$ cat src/rtl/switch_pkg.sv
// Shared types and sizing for the switchcore output arbiter.
package switch_pkg;

    localparam int NPORTS = 4;
    localparam int IDX_W  = $clog2(NPORTS);

    typedef enum logic [1:0] {
        IDLE,
        FRAME,
        GAP
    } out_state_t;

    typedef logic [IDX_W-1:0]  port_idx_t;
    typedef logic [NPORTS-1:0] port_mask_t;

endpackage

$ cat src/rtl/switch_out_arbiter_if.sv
// Request/grant and transmitter-status bundle between input queues, arbiter and TX side.
interface switch_out_arbiter_if;
    import switch_pkg::*;

    port_mask_t                link_sync;
    port_mask_t                req_valid;
    logic [NPORTS*NPORTS-1:0]  req_mask;
    port_mask_t                tx_done;
    port_mask_t                grant;
    port_mask_t                grant_mask;
    port_mask_t                drop;
    port_mask_t                out_busy;
    logic [NPORTS*IDX_W-1:0]   out_owner;
    logic                      err;

    modport slave (
        input  link_sync, req_valid, req_mask, tx_done,
        output grant, grant_mask, drop, out_busy, out_owner, err
    );

    modport master (
        output link_sync, req_valid, req_mask, tx_done,
        input  grant, grant_mask, drop, out_busy, out_owner, err
    );

endinterface

$ cat src/rtl/out_port_fsm.sv
// Per-output reservation tracker: IDLE -> FRAME on grant -> GAP on tx_done -> IDLE after the gap.
module out_port_fsm
    import switch_pkg::*;
(
    input  logic       clk,
    input  logic       reset,
    input  logic       grant_set,
    input  logic       tx_done,
    input  logic [7:0] ifg_cycles,
    output logic       busy,
    output logic       err_pulse
);

    out_state_t state_reg;
    logic [7:0] count_reg;

    always_ff @(posedge clk or negedge reset) begin
        if (!reset) begin
            state_reg <= IDLE;
            count_reg <= '0;
        end else begin
            case (state_reg)
                IDLE: begin
                    if (grant_set) state_reg <= FRAME;
                end
                FRAME: begin
                    if (tx_done) begin
                        state_reg <= GAP;
                        count_reg <= ifg_cycles - 8'd1;
                    end
                end
                GAP: begin
                    // Counter stops at zero; the state leaves on the cycle it reads zero.
                    if (count_reg == 8'd0) state_reg <= IDLE;
                    else                   count_reg <= count_reg - 8'd1;
                end
                default: state_reg <= IDLE;
            endcase
        end
    end

    assign busy      = (state_reg != IDLE);
    assign err_pulse = tx_done && (state_reg != FRAME);

endmodule

$ cat src/rtl/switch_out_arbiter.sv
// Round-robin, all-or-nothing scheduler of input head frames onto output ports.
module switch_out_arbiter
    import switch_pkg::*;
#(
    parameter int IFG_CYCLES = 12
) (
    input  logic                clk,
    input  logic                reset,
    switch_out_arbiter_if.slave bus
);

    port_mask_t eff            [NPORTS];
    port_mask_t remaining_reg  [NPORTS];
    port_mask_t remaining_next [NPORTS];
    port_idx_t  owner_reg      [NPORTS];
    port_mask_t active_reg;
    port_mask_t out_busy;
    port_mask_t err_pulse;
    port_mask_t grant_set;
    port_mask_t grant_reg;
    port_mask_t grant_mask_reg;
    port_mask_t drop_reg;
    port_idx_t  rr_ptr_reg;
    port_idx_t  pick_idx;
    port_idx_t  scan_idx;
    logic       pick_found;
    logic       pick_grant;
    logic       err_reg;

    generate
        for (genvar gi = 0; gi < NPORTS; gi++) begin : g_port
            // Hairpin and link-down outputs are stripped before any decision.
            assign eff[gi] = bus.req_mask[gi*NPORTS +: NPORTS] & bus.link_sync
                             & ~(port_mask_t'(1) << gi);
            assign bus.out_owner[gi*IDX_W +: IDX_W] = owner_reg[gi];
            assign grant_set[gi] = pick_grant && eff[pick_idx][gi];

            always_comb begin
                remaining_next[gi] = remaining_reg[gi] & ~bus.tx_done;
                if (pick_grant && (pick_idx == port_idx_t'(gi)))
                    remaining_next[gi] = remaining_next[gi] | eff[gi];
            end

            out_port_fsm u_out_fsm (
                .clk        (clk),
                .reset      (reset),
                .grant_set  (grant_set[gi]),
                .tx_done    (bus.tx_done[gi]),
                .ifg_cycles (8'(IFG_CYCLES)),
                .busy       (out_busy[gi]),
                .err_pulse  (err_pulse[gi])
            );
        end
    endgenerate

    // An empty effective mask never overlaps busy outputs, so it wins the scan and becomes a drop.
    always_comb begin
        pick_found = 1'b0;
        pick_idx   = '0;
        scan_idx   = '0;
        for (int k = 0; k < NPORTS; k++) begin
            scan_idx = port_idx_t'((int'(rr_ptr_reg) + k) % NPORTS);
            if (!pick_found && bus.req_valid[scan_idx] && !active_reg[scan_idx]
                && ((eff[scan_idx] & out_busy) == '0)) begin
                pick_found = 1'b1;
                pick_idx   = scan_idx;
            end
        end
    end

    assign pick_grant = pick_found && (eff[pick_idx] != '0);

    always_ff @(posedge clk or negedge reset) begin
        if (!reset) begin
            grant_reg      <= '0;
            grant_mask_reg <= '0;
            drop_reg       <= '0;
            active_reg     <= '0;
            rr_ptr_reg     <= '0;
            err_reg        <= 1'b0;
            for (int o = 0; o < NPORTS; o++) begin
                owner_reg[o]     <= '0;
                remaining_reg[o] <= '0;
            end
        end else begin
            grant_reg      <= '0;
            grant_mask_reg <= '0;
            drop_reg       <= '0;
            err_reg        <= err_reg | (|err_pulse);
            for (int i = 0; i < NPORTS; i++) begin
                remaining_reg[i] <= remaining_next[i];
                active_reg[i]    <= |remaining_next[i];
            end
            if (pick_found) begin
                rr_ptr_reg <= port_idx_t'((int'(pick_idx) + 1) % NPORTS);
                if (pick_grant) begin
                    grant_reg[pick_idx] <= 1'b1;
                    grant_mask_reg      <= eff[pick_idx];
                    for (int o = 0; o < NPORTS; o++) begin
                        if (eff[pick_idx][o]) owner_reg[o] <= pick_idx;
                    end
                end else begin
                    drop_reg[pick_idx] <= 1'b1;
                end
            end
        end
    end

    assign bus.grant      = grant_reg;
    assign bus.grant_mask = grant_mask_reg;
    assign bus.drop       = drop_reg;
    assign bus.out_busy   = out_busy;
    assign bus.err        = err_reg;

endmodule

$ cat src/flat_wrapper.sv
// flat-port wrapper written by rule: the top's interface ports become plain ports
module switch_out_arbiter_flat import switch_pkg::*;
#(
    parameter int IFG_CYCLES = 12
)
  (clk, reset, bus_link_sync, bus_req_valid, bus_req_mask, bus_tx_done, bus_grant, bus_grant_mask, bus_drop, bus_out_busy, bus_out_owner, bus_err);
  switch_out_arbiter_if bus_i ();
  input  logic clk;
  input  logic reset;
  input wire logic [$bits(bus_i.link_sync)-1:0] bus_link_sync;
  input wire logic [$bits(bus_i.req_valid)-1:0] bus_req_valid;
  input wire logic [$bits(bus_i.req_mask)-1:0] bus_req_mask;
  input wire logic [$bits(bus_i.tx_done)-1:0] bus_tx_done;
  output wire logic [$bits(bus_i.grant)-1:0] bus_grant;
  output wire logic [$bits(bus_i.grant_mask)-1:0] bus_grant_mask;
  output wire logic [$bits(bus_i.drop)-1:0] bus_drop;
  output wire logic [$bits(bus_i.out_busy)-1:0] bus_out_busy;
  output wire logic [$bits(bus_i.out_owner)-1:0] bus_out_owner;
  output wire logic [$bits(bus_i.err)-1:0] bus_err;
  assign bus_i.link_sync = bus_link_sync;
  assign bus_i.req_valid = bus_req_valid;
  assign bus_i.req_mask = bus_req_mask;
  assign bus_i.tx_done = bus_tx_done;
  assign bus_grant = bus_i.grant;
  assign bus_grant_mask = bus_i.grant_mask;
  assign bus_drop = bus_i.drop;
  assign bus_out_busy = bus_i.out_busy;
  assign bus_out_owner = bus_i.out_owner;
  assign bus_err = bus_i.err;
  switch_out_arbiter #(.IFG_CYCLES(IFG_CYCLES)) u_core (.clk(clk), .reset(reset), .bus(bus_i));
endmodule
$ cat config.mk
export PLATFORM = sky130hd
export DESIGN_NAME = switch_out_arbiter_flat
export DESIGN_NICKNAME = d
export VERILOG_FILES = /design/src/rtl/switch_pkg.sv /design/src/rtl/switch_out_arbiter_if.sv /design/src/rtl/out_port_fsm.sv /design/src/rtl/switch_out_arbiter.sv /design/src/flat_wrapper.sv
export SDC_FILE = /design/constraint.sdc
export NUM_CORES = 1
export LEC_CHECK = 0
export CORE_ASPECT_RATIO = 1.2
export CORE_UTILIZATION = 40
export DETAILED_ROUTE_END_ITERATION = 6
export GPL_TIMING_DRIVEN = 1
export RECOVER_POWER = 100
export SYNTH_ARGS = -nofsm -noshare
export SYNTH_HDL_FRONTEND = slang
export SYNTH_SLANG_ARGS = --single-unit
$ cat constraint.sdc
create_clock -name clk -period 7.7 [get_ports clk]
set_input_delay 1.54 -clock clk [delete_from_list [all_inputs] [get_ports clk]]
set_output_delay 1.54 -clock clk [all_outputs]
set_load 0.05 [all_outputs]
* After elaboration in Yosys (flattened, before gate mapping)
Cells that the tools add are included.
** Cells by class
- Div/mod/pow operators :: 0
- Eq/ne operators :: 31
- Mux-type cells :: 79
- Reductions and logical operators :: 71
- Shifts and indexed selects :: 0
- Add/sub/neg operators :: 8
- Bitwise logic cells :: 23
- $lt $le $gt $ge :: 11
- $mul :: 0
** Operator list (count)
- 4-bit 2-to-1 mux :: 20
- 8-bit 2-to-1 mux :: 8
- 8-bit case mux with 2 select lines :: 4
- 4-bit AND :: 11
- 4-bit binary-select mux with 2-bit select :: 5
- 3-bit AND reduction :: 12
- 8-bit zero test :: 4
- 2-bit 2-to-1 mux :: 16
- 2-bit != test (second input constant) :: 16
- 8-bit by 1-bit subtractor with 8-bit output (second input constant) :: 4
- 1-bit logical AND :: 25
- 2-bit case mux with 3 select lines :: 4
- 4-bit OR reduction :: 5
- 1-bit binary-select mux with 2-bit select :: 8
- 4-bit zero test :: 4
- 2-bit nonzero test :: 8
- 3-bit >= comparator (second input constant) :: 5
- 2-bit by 3-bit less-than comparator with 1-bit output (second input constant) :: 5
- 2-bit inverter with 3-bit output :: 5
- 1-bit 2-to-1 mux :: 13
- 2-bit equality test (second input constant) :: 6
- 4-bit bitwise OR :: 3
- 2-bit by 1-bit equality test with 1-bit output (second input constant) :: 5
- 2-bit zero test :: 5
- 11 further kinds :: 22
** Storage, ports and cells
- Word-level logic and storage cells :: 245
- Output and inout bits :: 25
- Memories :: 0
- Latch bits :: 0
- Bits in read-only memories :: 0
- Input port bits :: 30
- Memory bits (writable) :: 0
- Register bits after elaboration :: 83

* Longest topological paths before layout
- Word-level depth :: 32
- Mapped depth :: 15
- Mapped depth without buffers :: 11

* Modules after synthesis
A second synthesis with hierarchy kept.
** Second synthesis, totals
- Cells, all modules :: 682
- Area, all modules :: 6202.2 um2
** By module, submodules not included
- out_port_fsm :: instances 4, seq. area each 250.2 um2, area each 819.5 um2, cells an instance 94
- switch_out_arbiter :: instances 1, seq. area each 1076.0 um2, area each 2924.1 um2, cells an instance 306

* Worst setup path after synthesis
Ideal clock, no wire load.
- Path kind :: input port to flip-flop
- Start point :: input port bus_link_sync[2]
- End point :: register u_core.remaining_reg[0] (netlist bit)
- Stages on the path :: 14
- Arrival time :: 4118 ps
- Library setup time :: 124 ps
- Data required time :: 7576 ps
- Path slack :: 3458 ps
- Path buffers :: 4
- Cells stage by stage :: buf_2 o21ai_1 nor3_1 a221oi_2 and2_1 buf_6 and2_1 o32ai_1 nor3b_2 buf_6 mux2i_2 a2111oi_4 buf_6 o21bai_2
** RTL lines
- from (decl) :: RTL line flat_wrapper.sv:10 : input wire logic [$bits(bus_i.link_sync)-1:0] bus_link_sync;
- to (signal, indexed assignment) :: RTL line switch_out_arbiter.sv:91 : remaining_reg[i] <= remaining_next[i];
- to (decl) :: RTL line switch_out_arbiter.sv:13 : port_mask_t remaining_reg [NPORTS];

* Final worst setup path
- Start point :: input port bus_link_sync[1]
- End point :: register u_core.active_reg[3]
** On the way
- Cells in the longest elaborated chain, start to end :: 32
- Elaborated cells between the ends (all ways) :: 55
- Classes of those cells :: 1 x eq/ne; 24 x mux; 9 x bitwise; 21 x reduce/logical
** Ends and longest elaborated chain
- 3-bit AND / 4-bit AND (equally long branches) :: RTL line switch_out_arbiter.sv:33 : assign eff[gi] = bus.req_mask[gi*NPORTS +: NPORTS] & bus.link_sync
- 4-bit binary-select mux with 2-bit select :: RTL line switch_out_arbiter.sv:64 : && ((eff[scan_idx] & out_busy) == '0)) begin
- 4-bit 2-to-1 mux (not written as such) (2 in series) :: RTL line switch_out_arbiter.sv:64
- 4-bit AND :: RTL line switch_out_arbiter.sv:64
- 4-bit zero test :: RTL line switch_out_arbiter.sv:64
- 1-bit logical AND :: RTL line switch_out_arbiter.sv:64
- 1-bit 2-to-1 mux :: RTL line switch_out_arbiter.sv:63 : if (!pick_found && bus.req_valid[scan_idx] && !active_reg[scan_idx]
- 1-bit zero test :: RTL line switch_out_arbiter.sv:63
- [14 not listed]
- 2-bit inverter with 3-bit output (not written as such) :: RTL line switch_out_arbiter.sv:71 : assign pick_grant = pick_found && (eff[pick_idx] != '0);
- 4-bit binary-select mux with 2-bit select :: RTL line switch_out_arbiter.sv:71
- 4-bit 2-to-1 mux (2 in series)
- 4-bit nonzero test :: RTL line switch_out_arbiter.sv:71
- 1-bit logical AND :: RTL line switch_out_arbiter.sv:71
- 1-bit logical AND :: RTL line switch_out_arbiter.sv:40 : if (pick_grant && (pick_idx == port_idx_t'(gi)))
- 4-bit 2-to-1 mux (*) :: RTL line switch_out_arbiter.sv:40
- 4-bit OR reduction (*) :: RTL line switch_out_arbiter.sv:92 : active_reg[i] <= |remaining_next[i];
- to (signal, indexed assignment) :: RTL line switch_out_arbiter.sv:92
- to (decl) :: RTL line switch_out_arbiter.sv:16 : port_mask_t active_reg;
Every way passes the cells marked *; elsewhere a longest branch is shown, timed or not. The select of a mux whose other input is x is not followed.
A chain may end at the register's enable or synchronous reset.

==> run metrics <==
Psw ~1.3 mW; Die H around 120 µm; Ports 55; Synth Flop Type dfrtp_1; setup TNS 0 ps; crit path DAT ~6400 ps; async set-reset flop share out of synthesis 100.0%; register bit total from synthesis 83; Layout Skew 7.250 ps; # resized after CTS 0; Syn Nets 546; share of cells above drive strength 1 roughly 8.4%; area leader, netlist dfrtp_1; post-route insts no fill around 700; ant diodes 0; PortBufs 50; Synth top area share 42.66%; crit-path max FO 18; post-DP HPWL 9166 µm; post-CTS setup buffers 0; Crit. End Element flip-flop; antenna viol nets, final 0; Seq pwr share approximately 26%; worst skew pair latency ~330 ps; WP data required about 7900 ps; gr usage total 21.60%; combinational share of power a little under three fifths; Crit path largest cell delay approximately 850 ps; total die area 12620 µm²; Post-Place Cells 686; drt pass-1 iters 5; die width around 100 µm; via count of the first global-routing pass 4160; number of buffers created by CTS 9; Post-synth EDFFs 0; HP Class flip-flop to flip-flop; most common cell after layout, fill and taps aside dfrtp_1; status finished, violations left; first-pass GRT wire length around 21000 µm; failing checks max-capacitance violations, max-slew violations; Post-CTS Hold Buffers 0; max-cap check violation count 1; pin count of the biggest net entering global routing 84; fin crit share approximately four fifths; WL/cell between 15 and 20 µm; final hold slack between 400 and 500 ps; clock share of power 19.2%; CTS Sinks 83; drt first-iter violations between 200 and 250; Max IR drop VDD roughly 210 µV; Sw Ratio a little under half; Core ar. approximately 12000 µm²; Crit Path Category input port to flip-flop; Synth cell types between 70 and 80; CTS tree done; global placer's final weighted congestion 0.8678; sequential-to-total area share from yosys stat about 43%; Remaining Overflow, GRT 0; Worst slew margin -190.1%; mean number of vias per cell approximately 5.7; Final nets 582; RSZ-0062 raised after global routing false; Post-Synthesis Cells about 500; Final setup viols 0; critical path startpoint category input port; Area Overhead vs Synth 17.14%; PwrDens 479.2 nW/µm²; Int Power between 1 and 1.5 mW; Pwr Total around 2.7 mW; Fin. Hold Viols 0; f_max 0.1615 GHz; CP cell instances dlygate4sd3_1 -> o21ai_0 -> o22ai_1 -> nor2_1 -> a31oi_1 -> a2111oi_0 -> a31o_1 -> nor3b_2 -> mux2i_1 -> a2111oi_0 -> buf_4 -> o21ai_0; initial antenna violation count 0; initial cell density of the core 41.51%; H-tree Lvls 3; maximum clock path buffer count 2; clock-pin slew on the worst setup and hold paths ~60 ps; remaining routing DRC violations 0; Synth area leaders dfrtp_1 43%, nor2_1 3.2%, ha_1 3.1%, nand2_1 2.7%, inv_1 2.5%; Slew @ Worst Pin around 4400 ps; Lkg Pwr 2.600 nW; Fillers 1161; Worst path slowest cell dlygate4sd3_1; Final min period ~6200 ps; max reg flops 32; count of yosys warnings during synthesis 0; most frequent cells in the layout 83 x dfrtp_1, 42 x nor2_1, 35 x nand2_1, 32 x inv_1, 30 x dlygate4sd3_1; # rows 43; DR vias ~4000; Avg Synthesized Cell Area slightly below 10 µm²; synthesized area ~5000 µm²; final wirelength 12590 µm; CTS root buf clkbuf_16; Pins Over Slew Limit between 80 and 90
-- logic make-up (layout without fill, tap and decap cells) --
logic type,count (synthesis),after routing,share of synthesized area (%)
simple gates,188,188,20.74
xor+xnor,18,18,3.238
fa+ha+maj,12,12,3.084
buf+inv,60,101,6.605
flops,83,83,42.66
mux,12,12,2.647
compound gates,131,131,21.02
-- cells in the mapped netlist, drive strengths merged (12+ instances only) --
master	count
nor2	42
inv	33
o21bai	13
buf	20
nor4	16
a21oi	22
nor2b	18
ha	12
o21ai	26
dfrtp	83
nand2	36
-- metrics by stage --
stage                     util (%)  cell area [µm²]  setup slack (ps)
final                        48.62             5703              1507
after global routing         48.62             5703              1177
after CTS                    48.99             5746              2180
after detailed placement     45.87             5380              1843
after global placement       45.87             5380              1924
after floorplan                  -             4868              3458
-- worst max-delay path: cells and delay by family --
kind / cells / cell delay, ps
AO/OA/AOI/OAI: 7 / 2420
multiplexers: 1 / 410
AND/OR/NAND/NOR: 2 / 790
buffers and inverters: 2 / 1200
-- worst paths after layout --
kind	to	start	slack, ps	cells after the start
max	u_core.active_reg[3]	bus_link_sync[1]	1510	12
max reg2reg	u_core.active_reg[3]	u_core.rr_ptr_reg[0]	3070	12
min in group asynchronous	u_core.g_port[2].u_out_fsm.count_reg[5]	reset	2730	1
min reg2reg	u_core.bus.out_owner[1]	u_core.bus.out_owner[1]	490	1
min	u_core.bus.out_owner[1]	u_core.bus.out_owner[1]	490	1
max in group asynchronous	u_core.remaining_reg[4]	reset	2520	1
-- layer usage --
| metal | track usage [%] | vias up | wire length, µm |
|---|---|---|---|
| met5 | 0 | - | 0 |
| met4 | 9.911 | 0 | 312 |
| met3 | 3.588 | 24 | 607 |
| met2 | 34.92 | 120 | 6155 |
| met1 | 28.11 | 1963 | 5518 |
| li1 | - | 1897 | - |
-- power by group through the flow --
stage / combinational (mW) / sequential, mW / clock, mW
final: 1.51 / 0.696 / 0.526
after global routing: 1.64 / 0.716 / 0.556
after CTS: 1.57 / 0.697 / 0.537
after detailed placement: 1.56 / 0.703 / 0
after global placement: 1.54 / 0.699 / 0
after floorplan: 1.16 / 0.773 / 0
-- cell type report --
cell class	instances	area (µm²)	area share (%)
Timing Repair Buffer	52	509.2	8.929
Inverter	33	123.9	2.172
Sequential cell	83	2077	36.42
Clock buffer	10	229.0	4.015
Multi-Input combinational cell	361	2431	42.63
Tap cell	157	196.4	3.444
Clock inverter	6	136.4	2.391
Note: power is estimated with default switching activity, not from simulation.
